===== src/rtl/ft2232h_rx_ctrl.sv =====
// FT2232H FT245-async receive sequencer: synchronizes RXF#, issues timed RD# strobes,
// captures one byte per strobe and holds it on a valid/ready output register.
module ft2232h_rx_ctrl #(
  parameter int RD_LOW_CYC  = 3,
  parameter int RD_HIGH_CYC = 4,
  parameter int SYNC_STAGES = 2,
  parameter int CNT_W       = 16
) (
  input  logic             clk_i,
  input  logic             rst_n_i,
  input  logic             en_i,
  input  logic             ft_rxf_n_i,
  input  logic [7:0]       ft_data_i,
  output logic             ft_rd_n_o,
  output logic [7:0]       rx_data_o,
  output logic             rx_valid_o,
  input  logic             rx_ready_i,
  output logic             busy_o,
  output logic [CNT_W-1:0] rx_count_o
);

  typedef enum logic [1:0] {IDLE, STROBE, PRECHARGE} state_t;

  localparam int CMAX = (RD_LOW_CYC > RD_HIGH_CYC) ? RD_LOW_CYC : RD_HIGH_CYC;
  localparam int CW   = (CMAX > 1) ? $clog2(CMAX) : 1;
  localparam logic [CW-1:0] LOW_LAST  = CW'(RD_LOW_CYC - 1);
  localparam logic [CW-1:0] HIGH_LAST = CW'(RD_HIGH_CYC - 1);

  state_t                 state, state_nxt;
  logic [CW-1:0]          cnt, cnt_nxt;
  logic [SYNC_STAGES-1:0] rxf_sync;
  logic                   rxf_s;
  logic                   capture;
  logic                   rd_n_nxt;

  // Chain resets to all-ones so RXF# reads as empty until genuinely sampled low
  always_ff @(posedge clk_i or negedge rst_n_i) begin
    if (!rst_n_i) rxf_sync <= '1;
    else          rxf_sync <= {rxf_sync[SYNC_STAGES-2:0], ft_rxf_n_i};
  end
  assign rxf_s = rxf_sync[SYNC_STAGES-1];

  always_ff @(posedge clk_i or negedge rst_n_i) begin
    if (!rst_n_i) begin
      state <= IDLE;
      cnt   <= '0;
    end else begin
      state <= state_nxt;
      cnt   <= cnt_nxt;
    end
  end

  always_comb begin
    state_nxt = state;
    cnt_nxt   = cnt + 1'b1;
    case (state)
      IDLE: begin
        cnt_nxt = '0;
        if (en_i && !rxf_s && !rx_valid_o) state_nxt = STROBE;
      end
      STROBE: begin
        if (cnt == LOW_LAST) begin
          state_nxt = PRECHARGE;
          cnt_nxt   = '0;
        end
      end
      PRECHARGE: begin
        if (cnt == HIGH_LAST) begin
          state_nxt = IDLE;
          cnt_nxt   = '0;
        end
      end
      default: begin
        state_nxt = IDLE;
        cnt_nxt   = '0;
      end
    endcase
  end

  // RD# is registered from the next state so it is low exactly while in STROBE
  always_comb begin
    capture  = (state == STROBE) && (cnt == LOW_LAST);
    rd_n_nxt = (state_nxt != STROBE);
  end

  always_ff @(posedge clk_i or negedge rst_n_i) begin
    if (!rst_n_i) begin
      ft_rd_n_o  <= 1'b1;
      rx_data_o  <= '0;
      rx_valid_o <= 1'b0;
      rx_count_o <= '0;
    end else begin
      ft_rd_n_o <= rd_n_nxt;
      if (capture) begin
        rx_data_o  <= ft_data_i;
        rx_valid_o <= 1'b1;
        rx_count_o <= rx_count_o + 1'b1;
      end else if (rx_valid_o && rx_ready_i) begin
        rx_valid_o <= 1'b0;
      end
    end
  end

  assign busy_o = (state != IDLE);

endmodule


===== config.mk =====
export PLATFORM = sky130hd
export DESIGN_NAME = ft2232h_rx_ctrl
export DESIGN_NICKNAME = d
export VERILOG_FILES = /design/src/rtl/ft2232h_rx_ctrl.sv
export SDC_FILE = /design/constraint.sdc
export NUM_CORES = 1
export LEC_CHECK = 0
export CAP_MARGIN = 5
export CORE_MARGIN = 4
export CORE_UTILIZATION = 30
export CTS_BUF_LIST = sky130_fd_sc_hd__clkbuf_16
export DETAILED_ROUTE_END_ITERATION = 6
export DONT_BUFFER_PORTS = 1
export SLEW_MARGIN = 20
export SYNTH_ARGS = -nofsm -noshare
export SYNTH_HDL_FRONTEND = slang
export SYNTH_SLANG_ARGS = --single-unit

===== constraint.sdc =====
create_clock -name clk_i -period 1.3 [get_ports clk_i]
set_input_delay 0.39 -clock clk_i [delete_from_list [all_inputs] [get_ports clk_i]]
set_output_delay 0.39 -clock clk_i [all_outputs]
set_load 0.03 [all_outputs]

# After elaboration in Yosys (flattened, before gate mapping)
# Index checks and enable logic that the tools add are counted.
dict set report op_classes {
  n_eq_ne 5
  bitwise_logic 0
  magnitude_cmp 0
  shift 0
  reduce_logical 9
  n_div 0
  n_mul 0
  n_mux 9
  add_sub_neg 2
}
# cell n
set ops {}
lappend ops {{adder 16 x 1 -> 16 bit (second input constant)} 1}
lappend ops {{two-way mux 2 bit} 5}
lappend ops {{== test 2 bit (second input constant)} 3}
lappend ops {{one-hot mux 2 bit (3 select lines)} 1}
lappend ops {{logical AND 1 bit} 4}
lappend ops {{one-hot mux 2 bit (2 select lines)} 1}
lappend ops {{nonzero test 2 bit} 2}
lappend ops {{adder 2 x 1 -> 2 bit (second input constant)} 1}
lappend ops {{== test 2 x 1 -> 1 bit (second input constant)} 1}
lappend ops {{logical NOT 1 bit} 2}
lappend ops {{logical NOT 2 bit} 1}
lappend ops {{two-way mux 1 bit} 2}
lappend ops {{inequality test 2 x 1 -> 1 bit (second input constant)} 1}
dict set report word_totals {
  in_bits 13
  latch_bits 0
  rom_bits 0
  wordCells 32
  regBits 32
  mem_count 0
  output_inout_bits 27
  ramBits 0
}

# Depth between registers and ports, before layout
dict set report logic_depth {
  depth_word 6
  depth_mapped 6
}

# Least setup slack after synthesis
# No wires, ideal clock.
dict set report synth_path {
  path_type {reg2reg}
  from {register state[1]}
  to {register rx_count_o[11]}
  slack_ns -0.216
  arrival_time_ns 1.383
  setup_time_ns 0.133
  path_stages_with_launch 7
  path_cell_list {dfrtp_1 > inv_1 > ha_1 > nand4_4 > nor3_4 > nand4_1 > xnor2_1}
}
dict set report synth_via {
  elab_chain_len 2
}
# item line
set synth_lines {}
lappend synth_lines {{start: declaration} 29} ;# state_t state, state_nxt;
lappend synth_lines {{start signal: assignment} 48} ;# state <= state_nxt;
lappend synth_lines {{== test 2 x 1 -> 1 bit} 82} ;# capture = (state == STROBE) && (cnt == LOW_LAST);
lappend synth_lines {{logical AND 1 bit} 82}
lappend synth_lines {{end signal: assignment} 97} ;# rx_count_o <= rx_count_o + 1'b1;
lappend synth_lines {{end: declaration} 19} ;# output logic [CNT_W-1:0] rx_count_o
# Every way passes these cells.
# A chain may end at the register's enable or synchronous reset.

# Worst setup path in the final report
dict set report layout_path {
  from {register state[1]}
  to {output busy_o}
}
dict set report layout_via {
  elab_chain_len 1
}
# item line
set layout_lines {}
lappend layout_lines {{nonzero test 2 bit} 104} ;# assign busy_o = (state != IDLE);
lappend layout_lines {{end: declaration} 18} ;# output logic busy_o,
# Every way passes these cells.

==> metrics.md <==
| Metric | Value |
|---|---|
| Outcome | finished, violations left |
| Violated checks | setup timing |
| Post-synthesis async set-or-reset flop share | 100.0% |
| Weighted congestion reported at the end of routability-driven placement | 0.7349 |
| Number of enable flip-flop cells after synthesis | 0 |
| Die Wd | 77.74 um |
| Final number of setup-violating endpoints | 24 |
| Top flip-flop cell by instance count after synthesis | dfrtp_1 |
| Buffer and inverter count on the worst path | 4 |
| Initial DRC Count | 13 |
| Post-route clock skew | 0.004354 ns |
| Slowest library cell on the worst path | dfrtp_1 |
| Synth Instances | 113 |
| Leak | 1.039 nW |
| Antenna violations before repair | 0 |
| Clock Path Buffers | 2 |
| Worst hold path startpoint | ft_rxf_n_i |
| Commonest non-fill, non-tap cell in the layout | buf_4 |
| Min Tclk post-route | 1.520 ns |
| Number of routed nets with antenna violations | 0 |
| Total number of yosys warnings | 0 |
| Post-DP Area | 0.001773 mm^2 |
| Fmax achieved | 657.8 MHz |
| Relative max-transition margin | 76.15% |
| Initial Utilization | 30.89% |
| Die area | 0.006043 mm^2 |
| Placeable core region | 0.004723 mm^2 |
| Number of unique standard cell types used by synthesis | 24 |
| Mapped Avg Cell Area | 12.91 um^2 |
| Final Hold Viols | 0 |
| Cell area after synthesis | 0.001459 mm^2 |
| Filler instances | 432 |
| DRC errors left | 0 |
| Total routed wirelength | 3141 um |
| Setup repair after global routing missed its margin | yes |
| Type of element capturing the critical path | output port |
| Flip-flop and latch count after synthesis | 32 |
| Worst setup margin | -0.2202 ns |
| Worst EP arrival | 1.13 ns |
| ANT cells | 0 |
| Top-level port count | 40 |
| Routed vias/inst | 4.425 |
| Pre-antenna DRT Iters | 4 |
| Cell chain of the critical path | inv_2 > buf_6 > ha_4 > inv_4 > buf_12 |
| Minimum hold slack | 0.1146 ns |
| Max VDD drop | 945.6 uV |
| Share of cells above drive strength 1 | 55.19% |
| Routed length per placed instance | 14.21 um |
| Required time worst endpoint | 0.91 ns |
| Sink count of the clock tree | 32 |
| HPWL after DPL | 2237 um |
| GR Util All Layers | 10.74% |
| CP max FO | 2 |
| Largest stage delay on the critical path | 0.39 ns |
| Class of the worst hold path | primary input to flop |
| DIE HEIGHT | 77.74 um |
| Part of the cycle the worst path needs | 116.9% |
| Final Max Slew Viols | 0 |
| Clock latency reported for the late side of the worst-skew pair | 0.27 ns |
| Root cell of the clock tree | clkbuf_16 |
| Pin count of the biggest net entering global routing | 33 |
| Final cell area excluding filler cells | 0.002161 mm^2 |
| Total nets after synthesis | 136 |
| Setup total negative slack | -3.026 ns |
| TritonCTS clock tree | yes |
| First-pass GRT wire length | 5064 um |
| Ratio of total power to cell area | 1691 mW/mm^2 |
| Category of the most critical setup path | flop to output port |
| Floorplan row count | 25 |
| Worst slack at placement | -0.2197 ns |
| CTS Buf Count | 5 |
| Startpoint of the worst-slack reg-to-reg timing path | state[0] |
| Number of port buffers | 0 |
| Vias in the first global route | 1067 |
| Final layout net count | 176 |
| Grt ovf | 0 |
| Number of vias after detailed routing | 978 |
| H-tree levels | 2 |
| Clock transition at path regs | 0.05 ns |
| Part of the Yosys area used for sequential elements | 55.15% |
| Highest-count cells in the layout ignoring fill and taps | buf_4, dfrtp_1, xnor2_1, mux2_4, dfrtp_2 |
| Number of max-cap violations | 0 |
| Synth-to-layout area growth | 48.11% |
| Count of placed standard cells including taps | 203 |
| Crit. Startpoint | state[1] |
| Final Instance Count excl. Fillers | 221 |
| Largest delay contributor family on the critical path | flip-flops |
| Tightest Pin Transition | 0.3578 ns |
| Type of element launching the critical path | flop |
sequential cells by signal, summed over array words and instances, names as in the netlist:
signal and flops:
cnt 2, ft_rd_n_o 1, rx_count_o 16, rx_data_o 8, rx_valid_o 1, rxf_sync 2, state 2
report_power, final:
part           internal (mW)  switching (mW)  total, mW
Combinational          0.548           0.467       1.01
Clock                  0.891           0.388       1.28
Sequential              1.14           0.226       1.36
worst reg2reg max path: stages (launching register included):
cell     delay (ns)
dfrtp_1        0.38
buf_4          0.15
ha_4           0.16
buf_4          0.14
buf_4          0.13
and2b_1        0.15
nor3_2         0.12
nor3_2         0.07
o21ai_1        0.10
area by class of cell:
| cell class | instances | area (um^2) | area share (%) |
|---|---|---|---|
| sequential | 32 | 815.8 | 37.75 |
| multi-input combinational | 74 | 782.0 | 36.19 |
| timing repair buffer | 33 | 286.5 | 13.26 |
| clock buffer | 5 | 125.1 | 5.790 |
| tap | 67 | 83.83 | 3.880 |
| clock inverter | 3 | 38.79 | 1.795 |
| inverter | 7 | 28.78 | 1.332 |
layer usage:
| layer | vias to the layer above | global-route usage (%) | part of all wire, % | routed length (um) |
|---|---|---|---|---|
| li1 | 464 | - | - | - |
| met1 | 481 | 12.36 | 40 | 1259 |
| met5 | - | 0 | 0 | 0 |
| met4 | 0 | 3.203 | 0 | 0 |
| met2 | 33 | 17.12 | 51 | 1615 |
| met3 | 0 | 5.800 | 8.5 | 266 |
worst paths after layout:
path                       depth (start not counted)          end  slack, ns
setup / recovery                                   5       busy_o      -0.22
hold / removal                                     0  rxf_sync[0]       0.11
setup reg to reg                                   8    ft_rd_n_o      -0.18
hold reg to reg                                    0  rxf_sync[1]       0.36
max in group asynchronous                          2  rxf_sync[0]       0.50
min in group asynchronous                          2     state[0]       0.57
per-stage QoR:
stage | util (%) | power [mW]
after floorplan | - | 1.791
after global placement | 37.54 | 2.068
after detailed placement | 37.54 | 2.094
after CTS | 42.91 | 3.514
after global routing | 45.75 | 3.851
final | 45.75 | 3.654
what timing repair did:
item	CTS	global route
gates resized for setup	10	25
hold buffers	2	0
hold endpoints to repair	32	0
endpoints found under the setup margin	22	29
gates cloned	0	1
pin swaps	6	6
setup buffers	3	4
cells in the mapped netlist, drive strengths merged, types with 2 or more instances:
master	instances	area share, %
a22oi	2	1.0
nand3	4	1.4
a21oi	2	0.69
nand4	4	3.8
mux2	9	6.9
dfstp	3	5.4
ha	10	8.6
nor2b	3	1.3
and4	2	1.2
nand2	7	1.8
dfrtp	29	50
xnor2	12	7.2
xor2	3	1.8
inv	7	1.8
nor2	3	0.77
nor3	6	3.6
o21ai	2	0.69
logic make-up after synthesis:
logic type               synth area share [%]
flip-flops                              55.15
adder cells (fa/ha/maj)                 8.576
buffers and inverters                   2.316
AND/OR/NAND/NOR                         15.18
AO/OA/AOI/OAI                           2.830
XOR/XNOR                                9.005
multiplexers                            6.947
(Power assumes the default switching activity.)
==> RTL edit 1, RTL diff (same flow settings) <==
Encoding of `state_t`: now one-hot (3 bits for 3 states).
--- a/src/rtl/ft2232h_rx_ctrl.sv
+++ b/src/rtl/ft2232h_rx_ctrl.sv
@@ -20,5 +20,5 @@
 );
 
-  typedef enum logic [1:0] {IDLE, STROBE, PRECHARGE} state_t;
+  typedef enum logic [2:0] {IDLE = 3'b001, STROBE = 3'b010, PRECHARGE = 3'b100} state_t;
 
   localparam int CMAX = (RD_LOW_CYC > RD_HIGH_CYC) ? RD_LOW_CYC : RD_HIGH_CYC;
Check against the original RTL: same outputs for any inputs over 10 cycles, from zero or initial values and one cycle with rst_n_i low; not proved beyond that.
==> RTL edit 1 against the original RTL <==
The run still ends with setup timing left; routed wire length rose by 11%; core utilization rose by 1.1 points; design area rose by 3.8%; cell count rose by 14%; area after synthesis rose by 2.3%; setup slack improved by 65 ps; die area rose by 2.1%; clock skew rose by 1.0 ps; count of clock-buffer cells in the layout did not move; global-route usage rose by 0.77 points; sequential cell count rose by 1; worst hold slack got worse by 0.88 ps.
Power is not compared: it rests on default switching activity, and its combinational part moved more than twofold at a synthesized area within 25%.
==> RTL edit 1: results (changes against the original RTL) <==
| Metric | Value |
|---|---|
| Failing checks | setup timing |
| Worst hold path cell count | 0 (unchanged) |
| Detailed Route WL | 3490 um (+11%) |
| Post-synth ARST share | 1.00 (unchanged) |
| Worst Hold Class | in -> reg |
| Gr usage total | 0.115 (+0.00771) |
| CTS Buf Count | 5 (unchanged) |
| Kind of cell adding the most delay to the critical path | simple AND/OR/NAND/NOR gates |
| Status | complete, but fails checks |
| Layout Skew | 5.38 ps (+1.03 ps) |
| Port bufs | 0 (unchanged) |
| Top cells by area, synth | dfrtp_1, nand2_1, dfstp_2 |
| Initial antenna violation count | 0 (unchanged) |
| DP Wirelength | 2510 um (+12%) |
| Clock-pin slew on the worst setup and hold paths | 50 ps (about the same) |
| RePlAce Congestion | 0.711 (-3.3%) |
| Met1 Usage GRT | 0.125 (+0.00102) |
| GR Util met2 | 0.200 (+0.0291) |
| Largest family of logic cells by synthesized area | simple AND/OR/NAND/NOR gates |
| Clock latency on the worst-skew pair | 270 ps (about the same) |
| Setup WS post-layout | -155 ps (+65.4 ps) |
| Worst reg-to-reg path cell count | 6 (-2) |
| Sequential-to-total area share from yosys stat | 0.557 (+0.00512) |
| Iter 0 DRT Violations | 60 (+47) |
| Via count | 1127 (+15%) |
| Number of global-route vias before repair | 1178 (+10%) |
| Worst-Margin Slew | 382 ps (+23.8 ps) |
| Root buf cell | clkbuf_16 |
| Fraction of layout cells with a size suffix above 1 | 0.511 (-0.0411) |
| Met3 GRT Util | 0.0482 (-0.00984) |
| Req. time, crit path | 1460 ps (+550 ps) |
| Area fraction in compound gates after synthesis | 0.0402 (+0.0119) |
| Max stage delay on crit path | 390 ps (about the same) |
| Largest net degree at the start of global routing | 34 (+3.0%) |
| Post-synthesis xor/xnor area fraction | 0.0880 (-0.00204) |
| Nets@finish | 201 (+14%) |
| CP max-delay cell | dfrtp_1 |
| Clock buffer depth | 2 (unchanged) |
| Distinct cells, synth | 28 (+17%) |
| Leading cell types by count after synthesis | nand2_1, dfrtp_1, nor2_1, xnor2_1, inv_1 |
| Pwr dens | 1030 nW/um2 |
| Detailed Routing Iterations Pass 1 | 2 (-2) |
| Syn_nets | 160 (+18%) |
| Final setup violation count | 25 (+4.2%) |
| Crit-path max FO | 4 (+2) |
| Mux cell area share after synthesis | 0 (-0.0695) |
| Adder-cell share of the synthesized area | 0.0419 (-0.0439) |
| Maximum vdd drop | 0.612 mV |
| First-pass GRT wire length | 5550 um (+9.5%) |
| Largest regs | rx_count_o x16, rx_data_o x8, state x3 |
| Pint | 1.81 mW |
| Setup tns final | -1700 ps (+1320 ps) |
==> RTL edit 1: what timing repair did <==
item | CTS | global route
endpoints found under the hold margin | 33 | 0
gates resized for setup | 13 | 35
setup endpoints to repair | 15 | 31
hold buffers | 2 | 0
setup buffers | 7 | 3
cloned | 0 | 1
pin swaps | 5 | 23
==> RTL edit 1: final cells by class <==
cell class / instances / area (um2)
well taps: 67 / 83.8
clock inverters: 3 / 11.3
repair buffers: 39 / 380
fillers: 427 / 2540
multi-input cells: 98 / 778
clock buffers: 5 / 125
flip-flops and latches: 33 / 842
inverters: 6 / 22.5
==> RTL edit 1: through the flow <==
step	instance area, um2	utilization	cells	hold slack [ps]
2_1_floorplan	1540	-	142	94.4
3_3_place_gp	1830	0.383	234	95.3
3_5_place_dp	1830	0.383	234	95.2
4_1_cts	2110	0.440	251	107
5_1_grt	2240	0.469	251	103
6_report	2240	0.469	251	114
==> RTL edit 1: power groups by stage <==
stage	clock (mW)	combinational [mW]	sequential, mW
after floorplan	0	0.0747	1.09
after global placement	0	0.0997	1.10
after detailed placement	0	0.102	1.10
after CTS	1.11	0.149	1.08
after global routing	1.16	0.167	1.08
final	1.08	0.152	1.08
==> RTL edit 1: final timing paths <==
check	startpoint	endpoint	slack (ps)
setup / recovery	cnt[0]	rx_count_o[11]	-150
setup reg to reg	cnt[0]	rx_count_o[11]	-150
max in group asynchronous	rst_n_i	rxf_sync[1]	470
hold reg to reg	rxf_sync[0]	rxf_sync[1]	360
min in group asynchronous	rst_n_i	rx_count_o[14]	580
hold / removal	ft_rxf_n_i	rxf_sync[0]	110
==> RTL edit 1: layer usage <==
metal  share of wire  vias up
met3           0.062        3
met4          0.0075        0
met1            0.40      552
li1                -      543
met5               0        -
met2            0.53       29
==> RTL edit 2, RTL diff (same settings) <==
Made on the original files. The parameter `SYNC_STAGES` goes from 2 to 4.
--- a/src/rtl/ft2232h_rx_ctrl.sv
+++ b/src/rtl/ft2232h_rx_ctrl.sv
@@ -4,5 +4,5 @@
   parameter int RD_LOW_CYC  = 3,
   parameter int RD_HIGH_CYC = 4,
-  parameter int SYNC_STAGES = 2,
+  parameter int SYNC_STAGES = 4,
   parameter int CNT_W       = 16
 ) (
Formal check against the unedited RTL: not equivalent (Yosys sat finds a counterexample within 4 cycles, from zero or initial values and one cycle with rst_n_i low).
==> RTL edit 2 against the original RTL <==
Sequential cell count rose by 2; the run still ends with setup timing left; count of clock-buffer cells in the layout is the same; design area rose by 5.5%; critical path type is now reg -> reg; setup slack improved by 49 ps; power rose by 18%; critical path depth grew 2; area after synthesis increased by 3.3%; routed wire length rose by 7.2%.
==> RTL edit 2: results (changes against the original RTL) <==
| Metric | Value |
|---|---|
| Status | complete, but fails checks |
| Failing checks | setup timing |
| Worst hold path cell count | 0 (unchanged) |
| Post-synth ARST share | 1.00 (unchanged) |
| RePlAce Congestion | 0.784 (+6.7%) |
| Yosys Warn Count | 0 (unchanged) |
| Port bufs | 0 (unchanged) |
| Place WS | -155 ps (+64.7 ps) |
| Final setup violation count | 25 (+4.2%) |
| Gr usage total | 0.118 (+0.0103) |
| CP max-delay cell | dfrtp_1 |
| DP Wirelength | 2430 um (+8.6%) |
| R2R Path Start | cnt[0] |
| Pleak | 1.01 nW (-3.1%) |
| Mean Syn Cell Area | 12.7 um2 (-1.9%) |
| Via-to-Cell Ratio | 4.54 (+2.6%) |
| Largest regs | rx_count_o x16, rx_data_o x8, rxf_sync x4 |
| Leading cell types by count after synthesis | dfrtp_1, xnor2_1, ha_1 |
| Clock latency on the worst-skew pair | 280 ps |
| Setup tns final | -2550 ps (+478 ps) |
| Fraction of area in multi-input gates | 0.360 (-0.00186) |
| Signal buffers | 38 (+15%) |
| Crit-path max FO | 5 (+3) |
| Non-clock buffer share | 0.137 (+0.00406) |
| Via count | 1049 (+7.3%) |
| Top cells by area, synth | dfrtp_1, dfstp_2, ha_1 |
| Setup WS post-layout | -171 ps (+48.8 ps) |
| FF-to-FF End | rx_count_o[15] |
| ClkCell Share | 0.0714 (-0.00450) |
| WP data arrival | 1630 ps (+500 ps) |
| Hold Worst Slack | 111 ps (-3.42 ps) |
| First-pass GRT wire length | 5500 um (+8.6%) |
| Syn_nets | 142 (+4.4%) |
| Slew margin rel. | 0.750 (-0.0111) |
| Iter 0 DRT Violations | 39 (+26) |
| H-tree depth | 2 (unchanged) |
| ANT cells | 0 (unchanged) |
| Maximum vdd drop | 1.06 mV (+12%) |
| Placed instance area | 1880 um2 (+6.1%) |
| Worst reg-to-reg path cell count | 7 (-1) |
| Nets@finish | 186 (+5.7%) |
| Largest net degree at the start of global routing | 35 (+6.1%) |
| Sequential share of cell area | 0.380 (+0.00227) |
| Sequential-to-total area share from yosys stat | 0.569 (+0.0175) |
| Number of global-route vias before repair | 1114 (+4.4%) |
| Distinct cells, synth | 28 (+17%) |
| Non-clock inverters | 8 (+1) |
| Fill cells | 425 (-1.6%) |
| Seq_cells | 34 (+6.3%) |
| Multi-input gate area | 821 um2 (+5.0%) |
| Kind of cell adding the most delay to the critical path | simple AND/OR/NAND/NOR gates |
| #MultiIn Comb | 76 (+2.7%) |
| Fin util | 0.476 (+0.0189) |
| Layout Skew | 5.23 ps (+0.877 ps) |
| Fraction of layout cells with a size suffix above 1 | 0.573 (+0.0212) |
| Detailed Route WL | 3370 um (+7.2%) |
| Cell count after placement | 211 (+3.9%) |
-- RTL edit 2: cell count changes after synthesis, moves of 2 or more --
cell,before,now
dfstp_2,3,5
nand2_1,7,9
nand4_1,2,4
nand4_4,2,0
nor3_1,4,2
nor3_4,2,0
-- RTL edit 2: kinds of logic after synthesis --
| group | after synthesis | share of synthesized area |
|---|---|---|
| AOI/OAI and AO/OA | 8 | 0.0357 |
| xor gates and xnor gates | 15 | 0.0872 |
| adders and majority gates | 10 | 0.0831 |
| buffers and inverters | 9 | 0.0233 |
| DFF | 34 | 0.569 |
| muxes | 9 | 0.0673 |
| and+or+nand+nor | 34 | 0.135 |
-- RTL edit 2: how the worst max path moves through the flow --
stage | start | end | slack (ps) | cells past startpoint
finish | cnt[0] | rx_count_o[15] | -170 | 7
global route | state[1] | rx_count_o[15] | -250 | 7
CTS | state[0] | busy_o | -170 | 3
detailed placement | state[0] | ft_rd_n_o | -160 | 6
global placement | cnt[0] | rx_count_o[15] | -130 | 6
floorplan | rx_count_o[0] | rx_count_o[10] | -120 | 5
-- RTL edit 2: power breakdown --
part / internal (mW) / switching [mW] / total, mW
logic: 0.696 / 0.547 / 1.24
clock network: 0.889 / 0.412 / 1.30
registers: 1.29 / 0.475 / 1.77
total: 2.88 / 1.43 / 4.31
-- RTL edit 2: what timing repair did --
action / in CTS / in global routing
endpoints found under the hold margin: 34 / 0
gates resized for setup: 10 / 17
hold buffers: 2 / 0
setup endpoints to repair: 23 / 30
gates cloned: 0 / 0
pin swaps: 5 / 7
buffers inserted: 4 / 6
-- RTL edit 2: metal layers --
metal | up-vias | share of wire | track usage
li1 | 490 | - | -
met1 | 530 | 0.40 | 0.136
met2 | 24 | 0.52 | 0.187
met3 | 5 | 0.063 | 0.0510
met4 | 0 | 0.013 | 0.0567
met5 | - | 0 | 0
